`config.mk`:
```
export PLATFORM = sky130hd
export DESIGN_NAME = alu_issue_stage_flat
export DESIGN_NICKNAME = d
export VERILOG_FILES = /design/src/rtl/alu_issue_if.sv /design/src/rtl/alu_issue_stage.sv /design/src/flat_wrapper.sv
export SDC_FILE = /design/constraint.sdc
export NUM_CORES = 1
export LEC_CHECK = 0
export CAP_MARGIN = 15
export CORE_MARGIN = 5
export CORE_UTILIZATION = 40
export DETAILED_ROUTE_END_ITERATION = 8
export PLACE_DENSITY = 0.78
export SLEW_MARGIN = 25
export SYNTH_ARGS = -nofsm -noshare
export SYNTH_HDL_FRONTEND = slang
export SYNTH_SLANG_ARGS = --single-unit
```
`constraint.sdc`:
```
create_clock -name clk -period 3.9 [get_ports clk]
set_input_delay 0.78 -clock clk [delete_from_list [all_inputs] [get_ports clk]]
set_output_delay 0.78 -clock clk [all_outputs]
set_load 0.005 [all_outputs]
```
`src/rtl/alu_issue_if.sv`:
```
// Bundle of request, adder, result and flag signals between the ALU issue stage
// and its environment. The slave modport is the issue stage itself.
interface alu_issue_if;
  logic        in_valid;
  logic        in_ready;
  logic [2:0]  in_op;
  logic [31:0] in_a;
  logic [31:0] in_b;

  logic [31:0] add_x;
  logic [31:0] add_y;
  logic        add_cin;
  logic        add_sub;
  logic [31:0] add_z;
  logic        add_ovf;
  logic        add_carry;

  logic        out_valid;
  logic        out_ready;
  logic [31:0] out_result;
  logic        out_we;

  logic [3:0]  flags;
  logic        flag_ld;
  logic [3:0]  flag_in;

  modport master (
    output in_valid, in_op, in_a, in_b, add_z, add_ovf, add_carry, out_ready, flag_ld, flag_in,
    input  in_ready, add_x, add_y, add_cin, add_sub, out_valid, out_result, out_we, flags
  );

  modport slave (
    input  in_valid, in_op, in_a, in_b, add_z, add_ovf, add_carry, out_ready, flag_ld, flag_in,
    output in_ready, add_x, add_y, add_cin, add_sub, out_valid, out_result, out_we, flags
  );
endinterface

```
`src/rtl/alu_issue_stage.sv`:
```
// Issue stage for an external 32-bit adder/subtracter: latches operands, waits one
// cycle for the adder to settle, then presents the result and updates {N,Z,V,C}.
module alu_issue_stage (
  input logic         clk,
  input logic         rst,
  alu_issue_if.slave  bus
);

  typedef enum logic [1:0] {StIdle, StExec, StDone} state_e;

  state_e      state_q, state_d;
  logic [31:0] x_q, y_q, result_q;
  logic        cin_q, sub_q, we_q, out_we_q, rsvd_q;
  logic [3:0]  flags_q;

  logic        dec_cin, dec_sub, dec_we, dec_rsvd;
  logic        accept;

  assign accept = (state_q == StIdle) && bus.in_valid;

  // Carry-in for ADC/SBC comes from the C flag as it stands at the accept edge.
  always_comb begin
    dec_cin  = 1'b0;
    dec_sub  = 1'b0;
    dec_we   = 1'b0;
    dec_rsvd = 1'b0;
    unique case (bus.in_op)
      3'b000: dec_we = 1'b1;
      3'b001: begin dec_sub = 1'b1; dec_we = 1'b1; end
      3'b010: begin dec_cin = flags_q[0]; dec_we = 1'b1; end
      3'b011: begin dec_cin = flags_q[0]; dec_sub = 1'b1; dec_we = 1'b1; end
      3'b100: dec_sub = 1'b1;
      default: dec_rsvd = 1'b1;
    endcase
  end

  always_comb begin
    state_d = state_q;
    unique case (state_q)
      StIdle:  if (bus.in_valid) state_d = StExec;
      StExec:  state_d = StDone;
      StDone:  if (bus.out_ready) state_d = StIdle;
      default: state_d = StIdle;
    endcase
  end

  always_ff @(posedge clk or posedge rst) begin
    if (rst) begin
      state_q <= StIdle;
    end else begin
      state_q <= state_d;
    end
  end

  always_ff @(posedge clk or posedge rst) begin
    if (rst) begin
      x_q    <= '0;
      y_q    <= '0;
      cin_q  <= 1'b0;
      sub_q  <= 1'b0;
      we_q   <= 1'b0;
      rsvd_q <= 1'b0;
    end else if (accept) begin
      x_q    <= bus.in_a;
      y_q    <= bus.in_b;
      cin_q  <= dec_cin;
      sub_q  <= dec_sub;
      we_q   <= dec_we;
      rsvd_q <= dec_rsvd;
    end
  end

  // Result and flags are captured at the end of the single EXEC cycle; a flag load
  // on that edge loses, and a reserved op leaves the flags untouched.
  always_ff @(posedge clk or posedge rst) begin
    if (rst) begin
      result_q <= '0;
      out_we_q <= 1'b0;
      flags_q  <= '0;
    end else if (state_q == StExec) begin
      if (rsvd_q) begin
        result_q <= '0;
        out_we_q <= 1'b0;
      end else begin
        result_q <= bus.add_z;
        out_we_q <= we_q;
        flags_q  <= {bus.add_z[31], (bus.add_z == 32'd0), bus.add_ovf, bus.add_carry};
      end
    end else if (bus.flag_ld) begin
      flags_q <= bus.flag_in;
    end
  end

  assign bus.in_ready   = (state_q == StIdle);
  assign bus.out_valid  = (state_q == StDone);
  assign bus.out_result = result_q;
  assign bus.out_we     = out_we_q;
  assign bus.add_x      = x_q;
  assign bus.add_y      = y_q;
  assign bus.add_cin    = cin_q;
  assign bus.add_sub    = sub_q;
  assign bus.flags      = flags_q;

endmodule

```
`src/flat_wrapper.sv`:
```
// flat-port wrapper written by rule: the top's interface ports become plain ports
module alu_issue_stage_flat 
  (clk, rst, bus_in_valid, bus_in_op, bus_in_a, bus_in_b, bus_add_z, bus_add_ovf, bus_add_carry, bus_out_ready, bus_flag_ld, bus_flag_in, bus_in_ready, bus_add_x, bus_add_y, bus_add_cin, bus_add_sub, bus_out_valid, bus_out_result, bus_out_we, bus_flags);
  alu_issue_if bus_i ();
  input logic clk;
  input logic rst;
  input wire logic [$bits(bus_i.in_valid)-1:0] bus_in_valid;
  input wire logic [$bits(bus_i.in_op)-1:0] bus_in_op;
  input wire logic [$bits(bus_i.in_a)-1:0] bus_in_a;
  input wire logic [$bits(bus_i.in_b)-1:0] bus_in_b;
  input wire logic [$bits(bus_i.add_z)-1:0] bus_add_z;
  input wire logic [$bits(bus_i.add_ovf)-1:0] bus_add_ovf;
  input wire logic [$bits(bus_i.add_carry)-1:0] bus_add_carry;
  input wire logic [$bits(bus_i.out_ready)-1:0] bus_out_ready;
  input wire logic [$bits(bus_i.flag_ld)-1:0] bus_flag_ld;
  input wire logic [$bits(bus_i.flag_in)-1:0] bus_flag_in;
  output wire logic [$bits(bus_i.in_ready)-1:0] bus_in_ready;
  output wire logic [$bits(bus_i.add_x)-1:0] bus_add_x;
  output wire logic [$bits(bus_i.add_y)-1:0] bus_add_y;
  output wire logic [$bits(bus_i.add_cin)-1:0] bus_add_cin;
  output wire logic [$bits(bus_i.add_sub)-1:0] bus_add_sub;
  output wire logic [$bits(bus_i.out_valid)-1:0] bus_out_valid;
  output wire logic [$bits(bus_i.out_result)-1:0] bus_out_result;
  output wire logic [$bits(bus_i.out_we)-1:0] bus_out_we;
  output wire logic [$bits(bus_i.flags)-1:0] bus_flags;
  assign bus_i.in_valid = bus_in_valid;
  assign bus_i.in_op = bus_in_op;
  assign bus_i.in_a = bus_in_a;
  assign bus_i.in_b = bus_in_b;
  assign bus_i.add_z = bus_add_z;
  assign bus_i.add_ovf = bus_add_ovf;
  assign bus_i.add_carry = bus_add_carry;
  assign bus_i.out_ready = bus_out_ready;
  assign bus_i.flag_ld = bus_flag_ld;
  assign bus_i.flag_in = bus_flag_in;
  assign bus_in_ready = bus_i.in_ready;
  assign bus_add_x = bus_i.add_x;
  assign bus_add_y = bus_i.add_y;
  assign bus_add_cin = bus_i.add_cin;
  assign bus_add_sub = bus_i.add_sub;
  assign bus_out_valid = bus_i.out_valid;
  assign bus_out_result = bus_i.out_result;
  assign bus_out_we = bus_i.out_we;
  assign bus_flags = bus_i.flags;
  alu_issue_stage u_core (.clk(clk), .rst(rst), .bus(bus_i));
endmodule
```
==> results.json, run 1 <==
{
  "outcome": "finished, final reports clean",
  "tritoncts": "done",
  "synth-main-ff-cell": "sky130_fd_sc_hd__dfrtp_1",
  "postCtsSetupRepairBufs": 0,
  "post-route-drc-count": 0,
  "yosysSeqAreaShare": 0.623,
  "post_route_cells_drive_above_1_share": 0.0341,
  "route.vias.total": 3852,
  "setup_tns_ns": 0,
  "avgRoutedWirePerCell_um": 15.9,
  "required_ns": 3.12,
  "synth-edff-count": 0,
  "power.combinational.fraction": 0.444,
  "clock_buffer_count_from_cts": 9,
  "critical_path_arrival_ns": 1.54,
  "globalRouteTotalUtil": 0.201,
  "grt_first_pass_wirelength_um": 20500,
  "cts-hold-fix-buffers": 0,
  "worst-slew-pin-transition_ns": 0.853,
  "final_nets": 779,
  "max_slew_margin": 0.431,
  "worst_skew_late_latency_ns": 0.36,
  "avgSynthCellArea_um2": 9.22,
  "gpl.final_weighted_congestion": 0.911,
  "clock-skew-final_ns": 0.00916,
  "max_cap_viol_count": 0,
  "grt_antenna_before_repair": 0,
  "post-route-min-period_ns": 2.32,
  "report.final.slew_viol_count": 0,
  "number_of_drc_violations_after_detailed_routing_iteration_0": 245,
  "die_height_um": 114,
  "critical_path.startpoint_type": "flop",
  "path_class": "flop to output port",
  "rsz0062_at_grt": "no",
  "wirelength_um": 12900,
  "initial_utilization": 0.412,
  "clockRootBuffer": "sky130_fd_sc_hd__clkbuf_8",
  "cts_resized": 0,
  "switching_power_mw": 1.57,
  "power.leakage_nw": 3.13,
  "ys_types": 25,
  "detail_route_antenna_nets": 0,
  "total_power_per_unit_cell_area_nw_per_um2": 711,
  "cts_max_level": 3,
  "hold_viol_final": 0,
  "clk_path_buf_depth": 2,
  "multiInputGateArea_um2": 1450,
  "seqCellArea_um2": 2680,
  "fill_cells": 877,
  "gr-total-overflow": 0,
  "ffs_latches_synth": 107,
  "power.sequential.fraction": 0.408,
  "clkSinkCount": 107,
  "ports": 215,
  "coreArea_um2": 10400,
  "grt_max_degree": 73,
  "count_of_input_and_output_buffers": 214,
  "hpwlAfterDp_um": 9600,
  "worst_ir_drop_vdd_mv": 0.414,
  "synthToLayoutAreaGrowth_pct": 55.9,
  "first_pass_iteration_count_of_the_detailed_router": 4,
  "fmax_ghz": 0.432,
  "antenna_cells": 0,
  "via_count_of_the_first_global_routing_pass": 4032,
  "netSwitchingFraction": 0.331,
  "rows": 37,
  "chipWidth_um": 114,
  "synthesis.nets": 576,
  "final-setup-viol-count": 0,
  "clk_transition_reported_paths_ns": 0.10,
  "worstPathMaxFanout": 3,
  "synthesis.area_um2": 4300,
  "syn_inst": 466,
  "power_frac_clock": 0.148,
  "internal-power_mw": 3.19,
  "cp-end-kind": "output port",
  "total_power_mw": 4.76,
  "fin_crit_sh": 0.594,
  "ys.warnings.count": 0,
  "post_drt_via_cell_ratio": 4.76,
  "holdCritPathClass": "flop to flop",
  "fp.dieArea_um2": 12900,
  "postSynth.asyncResetShare": 1.00
}
==> Yosys cell counts (2+ instances only) <==
library cell,count,share of area
sky130_fd_sc_hd__o21ai_0,36,0.042
sky130_fd_sc_hd__nor2_1,2,0.0017
sky130_fd_sc_hd__buf_6,6,0.016
sky130_fd_sc_hd__inv_1,6,0.0052
sky130_fd_sc_hd__o22ai_1,3,0.0044
sky130_fd_sc_hd__a21oi_1,4,0.0047
sky130_fd_sc_hd__buf_2,9,0.010
sky130_fd_sc_hd__nor4_1,7,0.010
sky130_fd_sc_hd__dfrtp_1,107,0.62
sky130_fd_sc_hd__clkbuf_1,9,0.0079
sky130_fd_sc_hd__nand2b_1,33,0.048
sky130_fd_sc_hd__nand4_1,2,0.0029
sky130_fd_sc_hd__nand2_1,230,0.20
==> cell usage in the layout (no fill, tap or decap) <==
cell                                n
sky130_fd_sc_hd__or2_4              1
sky130_fd_sc_hd__nand2b_4           1
sky130_fd_sc_hd__clkinvlp_4         1
sky130_fd_sc_hd__clkbuf_8          11
sky130_fd_sc_hd__a221o_1            1
sky130_fd_sc_hd__dfrtp_1          107
sky130_fd_sc_hd__inv_1              5
sky130_fd_sc_hd__nand2_1          230
sky130_fd_sc_hd__nor2_1             2
sky130_fd_sc_hd__buf_4              1
sky130_fd_sc_hd__nand2b_1          33
sky130_fd_sc_hd__nand4_1            2
sky130_fd_sc_hd__inv_4              1
sky130_fd_sc_hd__buf_12             1
sky130_fd_sc_hd__clkdlybuf4s50_1  214
sky130_fd_sc_hd__nor2_2             1
sky130_fd_sc_hd__nor4_1             7
sky130_fd_sc_hd__nand2_2            1
sky130_fd_sc_hd__nor3_1             1
sky130_fd_sc_hd__nor4_2             1
sky130_fd_sc_hd__a22o_1             1
sky130_fd_sc_hd__bufinv_16          1
sky130_fd_sc_hd__clkinv_2           1
sky130_fd_sc_hd__o21ai_0           36
sky130_fd_sc_hd__o22ai_1            3
sky130_fd_sc_hd__clkbuf_1           2
sky130_fd_sc_hd__a21oi_1            4
sky130_fd_sc_hd__clkinv_4           1
sky130_fd_sc_hd__o31ai_1            1
sky130_fd_sc_hd__o21ai_1            1
sky130_fd_sc_hd__mux2i_1            1
==> registers in the layout (all words and copies together), names as in the netlist <==
register               flops
u_core.we_q                1
u_core.bus.add_cin         1
u_core.bus.add_y          32
u_core.rsvd_q              1
u_core.bus.out_we          1
u_core.bus.flags           4
u_core.bus.add_x          32
u_core.state_q             2
u_core.bus.out_result     32
u_core.bus.add_sub         1
==> worst max-delay path, cell delays in order (launching register included) <==
cell and delay (ns):
sky130_fd_sc_hd__dfrtp_1 0.44, sky130_fd_sc_hd__nand2b_1 0.17, sky130_fd_sc_hd__inv_1 0.06, sky130_fd_sc_hd__clkdlybuf4s50_1 0.50
==> stage by stage <==
stage / std cells / util / area, µm² / setup slack, ns / hold WS [ns]
2_1_floorplan: 466 / - / 4300 / 0.303 / 0.451
3_3_place_gp: 794 / 0.623 / 6490 / 1.52 / 0.457
3_5_place_dp: 794 / 0.623 / 6490 / 1.47 / 0.461
4_1_cts: 810 / 0.643 / 6700 / 1.55 / 0.485
5_1_grt: 810 / 0.643 / 6700 / 1.48 / 0.511
6_report: 810 / 0.643 / 6700 / 1.58 / 0.478
==> worst paths after layout <==
check	from	to	slack (ns)	depth (start not counted)
hold reg to reg	u_core.bus.add_x[11]	u_core.bus.add_x[11]	0.48	2
max in group asynchronous	rst	u_core.bus.add_y[5]	2.28	3
hold / removal	u_core.bus.add_x[11]	u_core.bus.add_x[11]	0.48	2
setup / recovery	u_core.state_q[0]	bus_out_valid	1.58	3
setup reg to reg	u_core.state_q[0]	u_core.bus.add_y[17]	2.17	5
min in group asynchronous	rst	u_core.bus.add_x[0]	0.86	2
==> final cells by class <==
type | instances | share of cell area
clock buffers | 13 | 0.0237
clock inverters | 3 | 0.00691
inverters | 7 | 0.00448
multi-input cells | 328 | 0.216
flip-flops and latches | 107 | 0.400
well taps | 136 | 0.0254
repair buffers | 216 | 0.324
==> power groups by stage <==
stage | Combinational, mW | Sequential, mW | Clock [mW]
3_3_place_gp | 2.09 | 1.93 | 0
4_1_cts | 2.16 | 1.94 | 0.731
2_1_floorplan | 0.810 | 1.94 | 0
6_report | 2.12 | 1.94 | 0.705
3_5_place_dp | 2.15 | 1.96 | 0
5_1_grt | 2.35 | 2.02 | 0.773
==> per-layer routing <==
layer  vias to the layer above  track usage  wire, µm
met5                         -            0         0
met4                         0       0.0681       232
met3                        17       0.0971      1680
met2                       176        0.317      5850
met1                      1795        0.241      5120
li1                       1864            -         -
==> kinds of logic after synthesis <==
kind of cell           after synthesis  synth area share
muxes                                1           0.00233
and+or+nand+nor                    280             0.276
DFF                                107             0.623
buffers and inverters               31            0.0402
AOI/OAI and AO/OA                   47            0.0582
No activity file was read; power rests on OpenSTA's default activity.
==> inputs of run 2 (changes only) <==
==> constraint.sdc (replaced) <==
create_clock -name clk -period 2.2 [get_ports clk]
set_input_delay 0.44 -clock clk [delete_from_list [all_inputs] [get_ports clk]]
set_output_delay 0.44 -clock clk [all_outputs]
set_load 0.005 [all_outputs]
==> results.json, run 2 (same netlist as run 1, synthesis figures left out) <==
{
  "setup_tns_ns": 0,
  "clk_path_buf_depth": 2,
  "cts_resized": 0,
  "coreArea_um2": 10400,
  "hpwlAfterDp_um": 9680,
  "rsz0062_at_grt": "no",
  "max_slew_margin": 0.722,
  "clkSinkCount": 107,
  "ports": 215,
  "grt_antenna_before_repair": 0,
  "hold_viol_final": 0,
  "initial_utilization": 0.412,
  "worstPathMaxFanout": 3,
  "fp.dieArea_um2": 12900,
  "layout_commonest_cell": "sky130_fd_sc_hd__nand2_1",
  "via_count_of_the_first_global_routing_pass": 4063,
  "critical_path.startpoint_type": "flop",
  "gpl.final_weighted_congestion": 0.935,
  "path_delay_family": "buffers and inverters",
  "place.detailed.instances": 799,
  "worstPathCellList": "nand2b_1, inv_1, clkdlybuf4s50_1",
  "finalNonFillerCells": 815,
  "tritoncts": "done",
  "antenna_cells": 0,
  "layout.cell_area.non_filler_um2": 6770,
  "critical_path_arrival_ns": 1.53,
  "outcome": "finished, final reports clean",
  "grt_max_degree": 66,
  "clk_transition_reported_paths_ns": 0.10,
  "number_of_cells_traversed_by_the_worst_register_to_register_path": 6,
  "reg2reg_slack_ns": 0.66,
  "grt_first_pass_wirelength_um": 20400,
  "detailed_place.area_um2": 6560,
  "globalRouteTotalUtil": 0.197,
  "cts_max_level": 3,
  "crit_path_top_delay_cell": "sky130_fd_sc_hd__clkdlybuf4s50_1",
  "clock-skew-final_ns": 0.00855,
  "post_route_cells_drive_above_1_share": 0.0442,
  "wirelength_um": 12800,
  "post-route-drc-count": 0,
  "critical_path_buf_inv_count": 2,
  "max_cap_viol_count": 0,
  "mostFrequentLayoutCells": "sky130_fd_sc_hd__nand2_1 (230), sky130_fd_sc_hd__clkdlybuf4s50_1 (214), sky130_fd_sc_hd__dfrtp_1 (107)",
  "count_of_input_and_output_buffers": 214,
  "report.final.slew_viol_count": 0,
  "holdCritPathClass": "input port to asynchronous set/reset pin",
  "final_nets": 784,
  "rows": 37,
  "avgRoutedWirePerCell_um": 15.7,
  "route.vias.total": 3863,
  "cp-end-kind": "output port",
  "worst_ir_drop_vdd_mv": 0.655,
  "path_class": "flop to output port",
  "first_pass_iteration_count_of_the_detailed_router": 4,
  "chipWidth_um": 114,
  "cts-hold-fix-buffers": 0,
  "total_power_per_unit_cell_area_nw_per_um2": 1260,
  "postCtsSetupRepairBufs": 0,
  "power.leakage_nw": 3.17,
  "fin_crit_sh": 0.894,
  "worst-slew-pin-transition_ns": 0.413,
  "fmax_ghz": 0.508,
  "worst_r2r_endpoint": "u_core.bus.add_y[8]",
  "post-route-min-period_ns": 1.97,
  "gr-total-overflow": 0,
  "synthToLayoutAreaGrowth_pct": 57.5,
  "clockRootBuffer": "sky130_fd_sc_hd__clkbuf_8",
  "rr_startpoint": "u_core.state_q[0]",
  "number_of_drc_violations_after_detailed_routing_iteration_0": 303,
  "worst_hold_slack_ns": 0.383,
  "post_drt_via_cell_ratio": 4.74,
  "clock_buffer_count_from_cts": 9,
  "fill_cells": 854,
  "critical_path.max_stage_delay_ns": 0.51,
  "detail_route_antenna_nets": 0,
  "die_height_um": 114,
  "final-setup-viol-count": 0,
  "worst_skew_late_latency_ns": 0.35,
  "required_ns": 1.76
}
==> run 2: final cells by class <==
type,count,area [µm²],area share
timing repair buffer,221,2230,0.330
clock buffer,11,151,0.0224
inverter,7,30.0,0.00444
sequential,107,2680,0.396
multi-input combinational,328,1450,0.214
clock inverter,5,61.3,0.00906
tap,136,170,0.0251
==> run 2: power breakdown <==
| part | internal, mW | switching, mW | total (mW) |
|---|---|---|---|
| sequential | 2.87 | 0.510 | 3.38 |
| clock | 0.593 | 0.652 | 1.25 |
| combinational | 2.24 | 1.65 | 3.88 |
==> run 2: how the worst max path moves through the flow <==
stage / endpoint / depth (start not counted) / slack, ns / start
floorplan: u_core.bus.add_cin / 1 / 0.47 / rst
CTS: bus_out_valid / 3 / 0.19 / u_core.state_q[0]
global route: bus_out_valid / 3 / 0.15 / u_core.state_q[0]
global placement: u_core.bus.flags[2] / 5 / 0.33 / bus_add_z[29]
finish: bus_out_valid / 3 / 0.23 / u_core.state_q[0]
detailed placement: u_core.bus.flags[2] / 5 / 0.28 / bus_add_z[2]
==> run 2: metal layers <==
metal / wire length [µm] / track usage
met1: 5120 / 0.233
met2: 5650 / 0.312
met3: 1800 / 0.0992
met5: 0 / 0
met4: 208 / 0.0641
==> run 2: worst register-to-register path: stages, from the launching register on <==
cell                      delay (ns)
sky130_fd_sc_hd__dfrtp_1        0.44
sky130_fd_sc_hd__nor2_2         0.16
sky130_fd_sc_hd__nand2_2        0.26
sky130_fd_sc_hd__inv_2          0.16
sky130_fd_sc_hd__buf_12         0.26
sky130_fd_sc_hd__nand2_1        0.15
sky130_fd_sc_hd__nand2_1        0.07
==> run 2: stage by stage <==
step                      power [mW]  utilization  setup slack (ns)
final                           8.51        0.650             0.232
after global placement          7.23        0.629             0.326
after CTS                       8.63        0.650             0.194
after floorplan                 4.88            -             0.472
after detailed placement        7.35        0.629             0.278
after global routing            9.17        0.650             0.153
